### src/rtl/prog_ram_arbiter_pkg.sv
// Shared types and default widths for the program RAM arbiter.
// Widths match the CPU's 16x8 program RAM and its 4-bit MAR.
package prog_ram_arbiter_pkg;

    localparam int ADDR_W_DEF = 4;
    localparam int DATA_W_DEF = 8;

    typedef enum logic [1:0] {
        CPU_OWN = 2'd0,
        DRAIN   = 2'd1,
        LD_OWN  = 2'd2,
        RELEASE = 2'd3
    } arb_state_t;

endpackage

### src/rtl/prog_ram_arbiter_burst_counter.sv
// Counts accepted loader transfers within one tenure.
// last is high on the increment that completes the MAX_BURST-th transfer.
module burst_counter #(
    parameter int MAX_BURST = 16,
    parameter int CNT_W     = $clog2(MAX_BURST) + 1
) (
    input  logic clk,
    input  logic rst,
    input  logic clear,
    input  logic inc,
    output logic last
);

    logic [CNT_W-1:0] count;

    always_ff @(posedge clk or posedge rst) begin
        if (rst)
            count <= '0;
        else if (clear)
            count <= '0;
        else if (inc)
            count <= count + 1'b1;
    end

    assign last = inc && (count == CNT_W'(MAX_BURST - 1));

endmodule

### src/rtl/prog_ram_arbiter.sv
// Arbitrates the program RAM between the CPU control path and a loader port.
// The CPU is parked at an instruction boundary before the loader gets the RAM.
module prog_ram_arbiter
    import prog_ram_arbiter_pkg::*;
#(
    parameter int ADDR_W    = ADDR_W_DEF,
    parameter int DATA_W    = DATA_W_DEF,
    parameter int MAX_BURST = 16
) (
    input  logic              clk,
    input  logic              rst,
    input  logic              cpu_ram_we,
    input  logic              cpu_ram_re,
    input  logic [ADDR_W-1:0] cpu_addr,
    input  logic [DATA_W-1:0] cpu_wdata,
    input  logic              cpu_boundary,
    output logic              cpu_hold,
    input  logic              ld_req,
    output logic              ld_gnt,
    input  logic              ld_valid,
    output logic              ld_ready,
    input  logic              ld_we,
    input  logic [ADDR_W-1:0] ld_addr,
    input  logic [DATA_W-1:0] ld_wdata,
    output logic [DATA_W-1:0] ld_rdata,
    output logic              ld_rvalid,
    output logic              ram_we,
    output logic              ram_re,
    output logic [ADDR_W-1:0] ram_addr,
    output logic [DATA_W-1:0] ram_wdata,
    input  logic [DATA_W-1:0] ram_rdata
);

    arb_state_t        state_q, state_d;
    logic              lockout, seen_low;
    logic              accept, burst_last, burst_clear;
    logic [DATA_W-1:0] rdata_q;

    assign accept      = (state_q == LD_OWN) && ld_valid;
    assign burst_clear = (state_d == LD_OWN) && (state_q != LD_OWN);

    burst_counter #(.MAX_BURST(MAX_BURST)) u_burst_counter (
        .clk   (clk),
        .rst   (rst),
        .clear (burst_clear),
        .inc   (accept),
        .last  (burst_last)
    );

    always_ff @(posedge clk or posedge rst) begin
        if (rst)
            state_q <= CPU_OWN;
        else
            state_q <= state_d;
    end

    always_comb begin
        state_d = state_q;
        case (state_q)
            CPU_OWN: if (ld_req && !lockout) state_d = cpu_boundary ? LD_OWN : DRAIN;
            DRAIN: begin
                if (!ld_req)
                    state_d = CPU_OWN;
                else if (cpu_boundary)
                    state_d = LD_OWN;
            end
            LD_OWN:  if (burst_last || !ld_req) state_d = RELEASE;
            RELEASE: state_d = CPU_OWN;
            default: state_d = CPU_OWN;
        endcase
    end

    // Lockout holds off re-grant until the CPU leaves fetch1 and returns,
    // i.e. it has retired at least one instruction since the last tenure.
    always_ff @(posedge clk or posedge rst) begin
        if (rst) begin
            lockout  <= 1'b0;
            seen_low <= 1'b0;
        end else if (state_q == RELEASE) begin
            lockout  <= 1'b1;
            seen_low <= 1'b0;
        end else if (lockout) begin
            if (!cpu_boundary)
                seen_low <= 1'b1;
            else if (seen_low)
                lockout <= 1'b0;
        end
    end

    assign cpu_hold = (state_q == DRAIN) || (state_q == LD_OWN);
    assign ld_gnt   = (state_q == LD_OWN);
    assign ld_ready = (state_q == LD_OWN);

    always_comb begin
        ram_we    = 1'b0;
        ram_re    = 1'b0;
        ram_addr  = '0;
        ram_wdata = '0;
        case (state_q)
            CPU_OWN, DRAIN: begin
                ram_we    = cpu_ram_we;
                ram_re    = cpu_ram_re;
                ram_addr  = cpu_addr;
                ram_wdata = cpu_wdata;
            end
            LD_OWN: begin
                ram_we    = accept && ld_we;
                ram_re    = accept && !ld_we;
                ram_addr  = ld_addr;
                ram_wdata = ld_wdata;
            end
            default: ;
        endcase
    end

    // RAM read data arrives the cycle after the strobe; forward it during the
    // rvalid pulse and hold the captured copy afterwards.
    always_ff @(posedge clk or posedge rst) begin
        if (rst) begin
            ld_rvalid <= 1'b0;
            rdata_q   <= '0;
        end else begin
            ld_rvalid <= accept && !ld_we;
            if (ld_rvalid)
                rdata_q <= ram_rdata;
        end
    end

    assign ld_rdata = ld_rvalid ? ram_rdata : rdata_q;

endmodule

### config.mk
export PLATFORM = sky130hd
export DESIGN_NAME = prog_ram_arbiter
export DESIGN_NICKNAME = d
export VERILOG_FILES = /design/src/rtl/prog_ram_arbiter_pkg.sv /design/src/rtl/prog_ram_arbiter_burst_counter.sv /design/src/rtl/prog_ram_arbiter.sv
export SDC_FILE = /design/constraint.sdc
export NUM_CORES = 1
export LEC_CHECK = 0
export ABC_AREA = 1
export BUFFER_PORTS_ARGS = -buffer_cell sky130_fd_sc_hd__buf_2
export CORE_ASPECT_RATIO = 1.2
export CORE_MARGIN = 2
export CORE_UTILIZATION = 46
export CTS_CLUSTER_SIZE = 24
export DETAILED_ROUTE_END_ITERATION = 8
export PLACE_DENSITY = 0.88
export SYNTH_ARGS = -nofsm -noshare
export SYNTH_HDL_FRONTEND = slang
export SYNTH_SLANG_ARGS = --single-unit
### constraint.sdc
create_clock -name clk -period 4.45 [get_ports clk]
set_clock_uncertainty 0.1 [all_clocks]
set_input_delay 0.6675 -clock clk [delete_from_list [all_inputs] [get_ports clk]]
set_output_delay 0.6675 -clock clk [all_outputs]
set_load 0.1 [all_outputs]
==> PnR_summary.wiki, run 1 <==
{| class="wikitable"
! Metric !! Value
|-
| Placer congestion estimate || 0.809
|-
| Die area || 2860 µm²
|-
| DP HPWL || 2160 µm
|-
| Clock latency of the later-clocked register in the worst-skew pair || 0.30 ns
|-
| Final Cycle Share || 75.2%
|-
| Critical Path Fanout Max || 17
|-
| Count of input and output buffers || 65
|-
| Root buffer cell || sky130_fd_sc_hd__clkbuf_4
|-
| Yosys cell types || 19
|-
| Path class of the lowest-slack min-delay path || input pin to async pin
|-
| Flop and latch count out of synthesis || 18
|-
| Max-cap violations || 0
|-
| Synth warnings || 0
|-
| Overall routed net length || 2730 µm
|-
| Sinks on Clock Net || 18
|-
| Starting density of the core || 48.8%
|-
| Kind of end point of the critical path || output pin
|-
| Unrepaired setup endpoints after global routing || false
|-
| CTS H-tree lvls || 1
|-
| Global-route wire length before repair || 4170 µm
|-
| Aggregate global routing overflow || 0
|-
| DRC Markers || 0
|-
| Setup TNS || 0 ns
|-
| Vias after detailed routing || 1,124
|-
| Final critical delay including setup and external delays || 3.34 ns
|-
| Post-synth EDFFs || 0
|-
| Leading area contributor after synthesis || sky130_fd_sc_hd__dfrtp_1
|-
| Clock buffers created by TritonCTS || 3
|-
| Signed area change from the synthesized netlist to the final layout || 32.1%
|-
| Height of the die || 58.2 µm
|-
| Overall fraction of global-route tracks in use || 18.6%
|-
| Maximum number of pins on one net before global-route repair || 19
|-
| Slew margin rel. || 56.5%
|-
| Core footprint || 2310 µm²
|-
| Dominant cell by count in the synthesized netlist || sky130_fd_sc_hd__nand2_1
|-
| Row count || 19
|-
| Number of buffers inserted by post-CTS setup repair || 0
|-
| WL per Instance || 11.6 µm
|-
| I/O pin total || 66
|-
| Cell types occupying the most area after synthesis || sky130_fd_sc_hd__dfrtp_1 40%, sky130_fd_sc_hd__nand2_1 14%, sky130_fd_sc_hd__ha_1 8.9%
|-
| Data arrival time at the worst-slack endpoint || 2.58 ns
|-
| TritonCTS clock tree || built
|-
| Total nets after synthesis || 189
|-
| Critical setup path kind || register to output pin
|-
| Hold Buf Count CTS || 0
|-
| Cells after synthesis || 141
|-
| Prevailing post-synth register cell || sky130_fd_sc_hd__dfrtp_1
|-
| Transition time of the tightest slew-check pin || 0.651 ns
|-
| Initial antenna violation count || 0
|-
| Ranking of synthesized cells by instance count || 43 x sky130_fd_sc_hd__nand2_1, 18 x sky130_fd_sc_hd__a21oi_1, 18 x sky130_fd_sc_hd__dfrtp_1
|-
| Fraction of synthesized cell area taken by the top area cell type || 40.0%
|-
| Share of layout cells above drive strength 1 || 42.9%
|-
| Number of endpoints failing setup at the final stage || 0
|-
| Worst Reg-to-Reg Cells || 5
|-
| Post-Syn Area || 1120 µm²
|-
| Share of flip-flops with an asynchronous set or reset after synthesis || 100%
|-
| # resized after CTS || 0
|-
| Element type at the critical path start || register
|-
| Peak clock frequency supported by timing || 299 MHz
|-
| Maximum clock path buffer count || 2
|-
| Initial drt markers || 48
|-
| Number of nets in the layout || 252
|-
| Antenna diode count || 0
|-
| Post-DRT Antenna Nets || 0
|-
| Die width || 49.1 µm
|-
| Fraction of the yosys area taken by sequential cells || 40.0%
|-
| Final hold violation count || 0
|-
| Clock edge transition at the registers on the reported setup and hold paths || 0.10 ns
|-
| Required time of the critical path || 3.68 ns
|-
| Number of search-and-repair iterations in the first detailed-routing pass || 5
|-
| Per-instance average area after synthesis || 7.98 µm²
|-
| Number of slew-limit violations in the final report || 0
|-
| Via density per instance || 4.80
|-
| Run status || finished, final reports clean
|-
| Vias in the first global route || 1,015
|}
critical path, stage by stage (launching register included):
cell                      delay [ns]
sky130_fd_sc_hd__dfrtp_1        0.43
sky130_fd_sc_hd__inv_1          0.16
sky130_fd_sc_hd__ha_1           0.54
sky130_fd_sc_hd__nand2_1        0.37
sky130_fd_sc_hd__nor2_1         0.21
sky130_fd_sc_hd__a21oi_1        0.06
sky130_fd_sc_hd__nor2_1         0.08
sky130_fd_sc_hd__buf_2          0.43
placed cells by master (no fill, tap or decap):
master                     instances
sky130_fd_sc_hd__clkbuf_8          1
sky130_fd_sc_hd__nor2_1            4
sky130_fd_sc_hd__mux2_2            8
sky130_fd_sc_hd__a21oi_1          18
sky130_fd_sc_hd__nand3_2           2
sky130_fd_sc_hd__o21ai_0           3
sky130_fd_sc_hd__nand2_2           2
sky130_fd_sc_hd__o211ai_1          1
sky130_fd_sc_hd__nand3_1          10
sky130_fd_sc_hd__or2_2             1
sky130_fd_sc_hd__inv_1             9
sky130_fd_sc_hd__clkbuf_4          3
sky130_fd_sc_hd__dfrtp_1          18
sky130_fd_sc_hd__buf_2            65
sky130_fd_sc_hd__inv_2             4
sky130_fd_sc_hd__nor2_2            1
sky130_fd_sc_hd__nand2_1          43
sky130_fd_sc_hd__or2_1             2
sky130_fd_sc_hd__ha_1              8
kinds of logic after synthesis:
kind of cell	after synthesis	share of synthesized area (%)
AND/OR/NAND/NOR	65	25.3
adder cells (fa/ha/maj)	8	8.90
multiplexers	8	8.01
AO/OA/AOI/OAI	22	10.0
buffers and inverters	20	7.79
flip-flops	18	40.0
flip-flops by register name (all words and copies together), names as in the netlist:
signal and count:
ld_rvalid 1, lockout 1, seen_low 1, u_burst_counter.count 5
state_q 2, rdata_q 8
per-stage QoR:
| step | setup WS, ns | cell area, µm² | util [%] | instances | hold WS [ns] |
|---|---|---|---|---|---|
| final | 1.11 | 1490 | 64.5 | 234 | 0.341 |
| after global routing | 0.848 | 1490 | 64.5 | 234 | 0.402 |
| after CTS | 1.11 | 1490 | 64.5 | 234 | 0.362 |
| after detailed placement | 1.46 | 1450 | 62.9 | 230 | 0.378 |
| after global placement | 1.52 | 1450 | 62.9 | 230 | 0.357 |
| after floorplan | 0.291 | 1120 | - | 141 | 0.336 |
metal layers:
layer,GRT usage [%],vias to the layer above,share of wire (%)
met4,3.67,0,0.51
met1,21.2,514,39
li1,-,580,-
met5,0,-,0
met2,36.1,28,56
met3,3.35,2,4.0
area by class of cell:
type                    instances  area, µm²
multi-input cells             103        587
flip-flops and latches         18        450
fillers                       204        820
repair buffers                 65        325
inverters                      13       48.8
clock buffers                   4       36.3
well taps                      31       38.8
worst paths after layout:
kind                                  from                  endpoint  slack, ns
worst min register to register    seen_low                   lockout       0.38
worst max-delay path            state_q[0]                    ram_re       1.11
worst min-delay path                   rst                rdata_q[2]       0.34
max in group asynchronous              rst                 ld_rvalid       3.50
worst max register to register  state_q[0]  u_burst_counter.count[0]       2.41
min in group clk                  seen_low                   lockout       0.38
Power of run 1 is not shown: default switching activity piles up to over one toggle a cycle in this logic, so the estimate is an artifact.
==> run 2, diff against run 1 <==
- ABC_AREA: 1 -> 0
- CORE_UTILIZATION: 46 -> 43
- PLACE_DENSITY: 0.88 -> 0.83
- clock period: 4.45 -> 3.4 ns (I/O delays scaled with it)
==> PnR_summary.wiki, run 2 <==
{| class="wikitable"
! Metric !! Value
|-
| Final critical delay including setup and external delays || 2.73 ns
|-
| Per-instance average area after synthesis || 9.80 µm²
|-
| Run status || finished, final reports clean
|-
| Count of input and output buffers || 65
|-
| Transition time of the tightest slew-check pin || 0.648 ns
|-
| Placer congestion estimate || 0.802
|-
| Number of endpoints failing setup at the final stage || 0
|-
| Unrepaired setup endpoints after global routing || false
|-
| Synth warnings || 0
|-
| Root buffer cell || sky130_fd_sc_hd__clkbuf_4
|-
| Final Instance Area || 1600 µm²
|-
| Clock latency of the later-clocked register in the worst-skew pair || 0.28 ns
|-
| Leading area contributor after synthesis || sky130_fd_sc_hd__dfrtp_1
|-
| Number of slew-limit violations in the final report || 0
|-
| Clock edge transition at the registers on the reported setup and hold paths || 0.10 ns
|-
| Required time of the critical path || 2.79 ns
|-
| WL per Instance || 12.9 µm
|-
| Register-to-register setup slack || 1.41 ns
|-
| Vias after detailed routing || 1,098
|-
| Core footprint || 2500 µm²
|-
| Initial antenna violation count || 0
|-
| Fraction of the yosys area taken by sequential cells || 40.0%
|-
| I/O pin total || 66
|-
| DP HPWL || 2270 µm
|-
| CTS H-tree lvls || 1
|-
| Fraction of synthesized cell area taken by the top area cell type || 40.0%
|-
| Critical setup path kind || register to output pin
|-
| Critical Path Fanout Max || 10
|-
| Final Hold Slack || 0.195 ns
|-
| Clock buffers created by TritonCTS || 3
|-
| Most common cell after layout, fill and taps aside || sky130_fd_sc_hd__buf_2
|-
| Number of non-filler instances in the completed layout || 212
|-
| Post-Syn Area || 1130 µm²
|-
| Register ranked first by flip-flop count || rdata_q
|-
| Data arrival time at the worst-slack endpoint || 2.12 ns
|-
| Total nets after synthesis || 163
|-
| Share of flip-flops with an asynchronous set or reset after synthesis || 100%
|-
| Post-DRT Antenna Nets || 0
|-
| Kind of end point of the critical path || output pin
|-
| Slew margin rel. || 56.7%
|-
| Sinks on Clock Net || 18
|-
| Final hold violation count || 0
|-
| TritonCTS clock tree || built
|-
| Final Cycle Share || 80.3%
|-
| Share of layout cells above drive strength 1 || 55.3%
|-
| Aggregate global routing overflow || 0
|-
| Ranking of synthesized cells by instance count || 18 x sky130_fd_sc_hd__dfrtp_1, 18 x sky130_fd_sc_hd__nor2_1, 12 x sky130_fd_sc_hd__a22oi_1
|-
| Starting density of the core || 45.0%
|-
| Area after detailed placement || 1560 µm²
|-
| Number of nets in the layout || 228
|-
| Maximum clock path buffer count || 2
|-
| Row count || 20
|-
| Element type at the critical path start || register
|-
| Hold Buf Count CTS || 0
|-
| Number of buffers inserted by post-CTS setup repair || 0
|-
| Post-synth EDFFs || 0
|-
| Die area || 3050 µm²
|-
| Height of the die || 60.1 µm
|-
| Prevailing post-synth register cell || sky130_fd_sc_hd__dfrtp_1
|-
| # resized after CTS || 0
|-
| Die width || 50.7 µm
|-
| DRC Markers || 0
|-
| Overall routed net length || 2740 µm
|-
| Vias in the first global route || 1,105
|-
| Maximum number of pins on one net before global-route repair || 19
|-
| Largest registers in the final layout || rdata_q x8, u_burst_counter.count x5, state_q x2
|-
| Initial drt markers || 18
|-
| Post-layout utilization of the core || 63.8%
|-
| Antenna diode count || 0
|-
| Peak clock frequency supported by timing || 366 MHz
|-
| Number of filler instances in the final layout || 222
|-
| Via density per instance || 5.18
|-
| Number of search-and-repair iterations in the first detailed-routing pass || 4
|-
| Yosys cell types || 30
|-
| Cell types occupying the most area after synthesis || sky130_fd_sc_hd__dfrtp_1 40%, sky130_fd_sc_hd__ha_1 8.9%, sky130_fd_sc_hd__a22oi_1 8.0%
|-
| Most used cells in the layout excluding fill and tap cells || 65 x sky130_fd_sc_hd__buf_2, 18 x sky130_fd_sc_hd__dfrtp_1, 12 x sky130_fd_sc_hd__a22oi_1, 10 x sky130_fd_sc_hd__nor2_4
|-
| Signed area change from the synthesized netlist to the final layout || 41.7%
|-
| Overall fraction of global-route tracks in use || 19.6%
|-
| Global-route wire length before repair || 4570 µm
|-
| Max-cap violations || 0
|-
| Number of cells after detailed placement || 208
|-
| Flop and latch count out of synthesis || 18
|-
| Largest register FFs || 8
|-
| Cells after synthesis || 115
|-
| Path class of the lowest-slack min-delay path || input pin to async pin
|}
==> run 2: cell types whose count changed after synthesis, sizes merged, moves of 2 or more <==
cell	change
nor2	+14
nand3	-9
nor2b	+3
nand2	-39
or2	-2
inv	-8
a22oi	+13
clkbuf	+3
mux2i	+2
xor2	+2
buf	-3
a21oi	-10
==> run 2: worst max-delay path, cell delays in order, from the launching register on <==
cell	delay [ns]
sky130_fd_sc_hd__dfrtp_1	0.44
sky130_fd_sc_hd__inv_1	0.16
sky130_fd_sc_hd__ha_1	0.23
sky130_fd_sc_hd__or2_2	0.39
sky130_fd_sc_hd__a22oi_1	0.29
sky130_fd_sc_hd__nor2_4	0.04
sky130_fd_sc_hd__buf_2	0.29
==> run 2: routing by layer <==
layer	wire length, µm	vias up	global-route usage [%]	share of wire (%)
met5	0	-	0	0
met4	58	0	9.65	2.1
met3	296	6	4.75	11
met2	1290	65	35.0	47
met1	1090	494	21.8	40
li1	-	533	-	-
==> run 2: logic make-up after synthesis <==
family,after synthesis,share of synthesized area [%]
AOI/OAI and AO/OA,29,19.3
adders and majority gates,8,8.88
buffers and inverters,12,4.55
and+or+nand+nor,35,15.2
DFF,18,40.0
muxes,10,9.77
xor gates and xnor gates,3,2.33
==> run 2: path summary, 6_finish.rpt <==
check                           cells after the start        from                       end
worst max-delay path                                6  state_q[1]               ram_addr[3]
worst min register to register                      1  rdata_q[3]                rdata_q[3]
worst min-delay path                                2         rst                state_q[0]
worst max register to register                      6  state_q[0]  u_burst_counter.count[0]
min in group clk                                    2       ld_we                 ld_rvalid
max in group asynchronous                           2         rst  u_burst_counter.count[3]
==> run 2: cell type report <==
type	count	area, µm²	area share, %
repair buffers	67	340	21.3
clock buffers	4	36.3	2.27
inverters	5	18.8	1.17
multi-input cells	85	711	44.5
flip-flops and latches	18	450	28.2
well taps	33	41.3	2.58
==> run 2: through the flow <==
step / setup TNS (ns) / setup WS (ns)
after global placement: 0 / 1.05
after global routing: 0 / 0.511
after floorplan: -0.0610 / -0.0610
after detailed placement: 0 / 0.985
after CTS: 0 / 0.652
final: 0 / 0.670
Power of run 2 is left out for the same reason.
==> run 3, diff against run 2 <==
- clock period: 3.4 -> 2.81 ns (I/O delays scaled with it)
==> PnR_summary.wiki, run 3 (synthesis results as in run 2) <==
{| class="wikitable"
! Metric !! Value
|-
| Placer congestion estimate || 0.788
|-
| DP HPWL || 2250 µm
|-
| Global-route wire length before repair || 4260 µm
|-
| Count of input and output buffers || 65
|-
| Number of search-and-repair iterations in the first detailed-routing pass || 4
|-
| Aggregate global routing overflow || 0
|-
| Number of slew-limit violations in the final report || 0
|-
| Number of nets in the layout || 227
|-
| Data arrival time at the worst-slack endpoint || 2.11 ns
|-
| Post-DRT Antenna Nets || 0
|-
| Critical Path Fanout Max || 10
|-
| Clock buffers created by TritonCTS || 3
|-
| Register-to-register setup slack || 0.83 ns
|-
| Setup TNS || 0 ns
|-
| Starting density of the core || 45.0%
|-
| I/O pin total || 66
|-
| Final Cycle Share || 93.7%
|-
| Max-cap violations || 0
|-
| Vias in the first global route || 990
|-
| Share of layout cells above drive strength 1 || 55.9%
|-
| Transition time of the tightest slew-check pin || 0.665 ns
|-
| Unrepaired setup endpoints after global routing || false
|-
| DRC Markers || 0
|-
| Vias after detailed routing || 1,094
|-
| Height of the die || 60.1 µm
|-
| Element type at the critical path start || register
|-
| Number of endpoints failing setup at the final stage || 0
|-
| Final critical delay including setup and external delays || 2.63 ns
|-
| Maximum number of pins on one net before global-route repair || 20
|-
| Clock latency of the later-clocked register in the worst-skew pair || 0.28 ns
|-
| Die area || 3050 µm²
|-
| Run status || finished, final reports clean
|-
| Overall fraction of global-route tracks in use || 18.7%
|-
| Required time of the critical path || 2.29 ns
|-
| Signed area change from the synthesized netlist to the final layout || 44.2%
|-
| Initial antenna violation count || 0
|-
| Row count || 20
|-
| Biggest cell delay along the critical path || 0.44 ns
|-
| Critical setup path kind || register to output pin
|-
| Overall routed net length || 2720 µm
|-
| Most used cells in the layout excluding fill and tap cells || 64 x sky130_fd_sc_hd__buf_2, 17 x sky130_fd_sc_hd__dfrtp_1, 14 x sky130_fd_sc_hd__nor2_4, 12 x sky130_fd_sc_hd__a22oi_1
|-
| Kind of end point of the critical path || output pin
|-
| Maximum clock path buffer count || 2
|-
| Root buffer cell || sky130_fd_sc_hd__clkbuf_4
|-
| Cell type of the slowest stage on the worst timing path || sky130_fd_sc_hd__dfrtp_2
|-
| Antenna diode count || 0
|-
| Slew margin rel. || 55.6%
|-
| Most common cell after layout, fill and taps aside || sky130_fd_sc_hd__buf_2
|-
| Sinks on Clock Net || 18
|-
| WL per Instance || 12.9 µm
|-
| Final hold violation count || 0
|-
| Largest registers in the final layout || rdata_q x8, u_burst_counter.count x5, state_q x2
|-
| Core footprint || 2500 µm²
|-
| CTS H-tree lvls || 1
|-
| Clock edge transition at the registers on the reported setup and hold paths || 0.09 ns
|-
| Die width || 50.7 µm
|-
| Peak clock frequency supported by timing || 380 MHz
|-
| Area after detailed placement || 1590 µm²
|-
| Hold Buf Count CTS || 0
|-
| Largest register FFs || 8
|-
| Cells traversed along the worst timing path || inv_1 -> ha_1 -> or2_2 -> a22oi_1 -> nor2_4 -> buf_2
|-
| Register ranked first by flip-flop count || rdata_q
|-
| Initial drt markers || 9
|-
| TritonCTS clock tree || built
|-
| Number of filler instances in the final layout || 209
|-
| Path class of the lowest-slack min-delay path || input pin to async pin
|-
| Final Instance Area || 1630 µm²
|-
| Via density per instance || 5.21
|}
-- run 3: changes by cell type in the layout (fill, tap and decap cells not counted), sizes merged --
cell,previous run,this run
buf,67,66
clkbuf,4,3
-- run 3: final cells by class --
type	instances	area (µm²)	area share (%)
Multi-Input combinational cell	85	743	45.7
Sequential cell	18	452	27.8
Timing Repair Buffer	66	348	21.4
Tap cell	33	41.3	2.54
Clock buffer	3	22.5	1.39
Inverter	5	18.8	1.15
-- run 3: repair_timing --
item,4_1_cts,5_1_grt
setup buffers,0,0
gates resized for setup,0,2
endpoints found under the setup margin,0,4
hold endpoints to repair,0,0
-- run 3: final timing paths --
| path | startpoint | end | depth (start not counted) |
|---|---|---|---|
| min in group clk | ld_we | ld_rvalid | 2 |
| min reg2reg | rdata_q[7] | rdata_q[7] | 1 |
| max | state_q[1] | ram_wdata[7] | 6 |
| max reg2reg | state_q[1] | u_burst_counter.count[0] | 6 |
| max in group asynchronous | rst | state_q[1] | 2 |
| min | rst | ld_rvalid | 2 |
-- run 3: routing by layer --
layer  share of wire [%]  GRT usage [%]
met1                  41           21.1
met2                  49           32.9
met3                 9.5           4.00
met4                0.74           10.0
met5                   0              0
-- run 3: worst max-delay path: cells and delay by family, from the launching register on --
family,cells,cell delay [ns]
AND/OR/NAND/NOR,2,0.43
adder cells (fa/ha/maj),1,0.23
AO/OA/AOI/OAI,1,0.30
buffers and inverters,2,0.45
flip-flops,1,0.44
-- run 3: through the flow --
| step | util, % | setup WS [ns] | std cells | hold WS (ns) |
|---|---|---|---|---|
| 2_1_floorplan | - | 0.0607 | 115 | 0.260 |
| 3_3_place_gp | 63.6 | 0.427 | 207 | 0.380 |
| 3_5_place_dp | 63.6 | 0.382 | 207 | 0.385 |
| 4_1_cts | 64.5 | 0.0519 | 210 | 0.124 |
| 5_1_grt | 65.0 | 0.0331 | 210 | 0.155 |
| 6_report | 65.0 | 0.176 | 210 | 0.122 |
Power of run 3 is left out for the same reason.
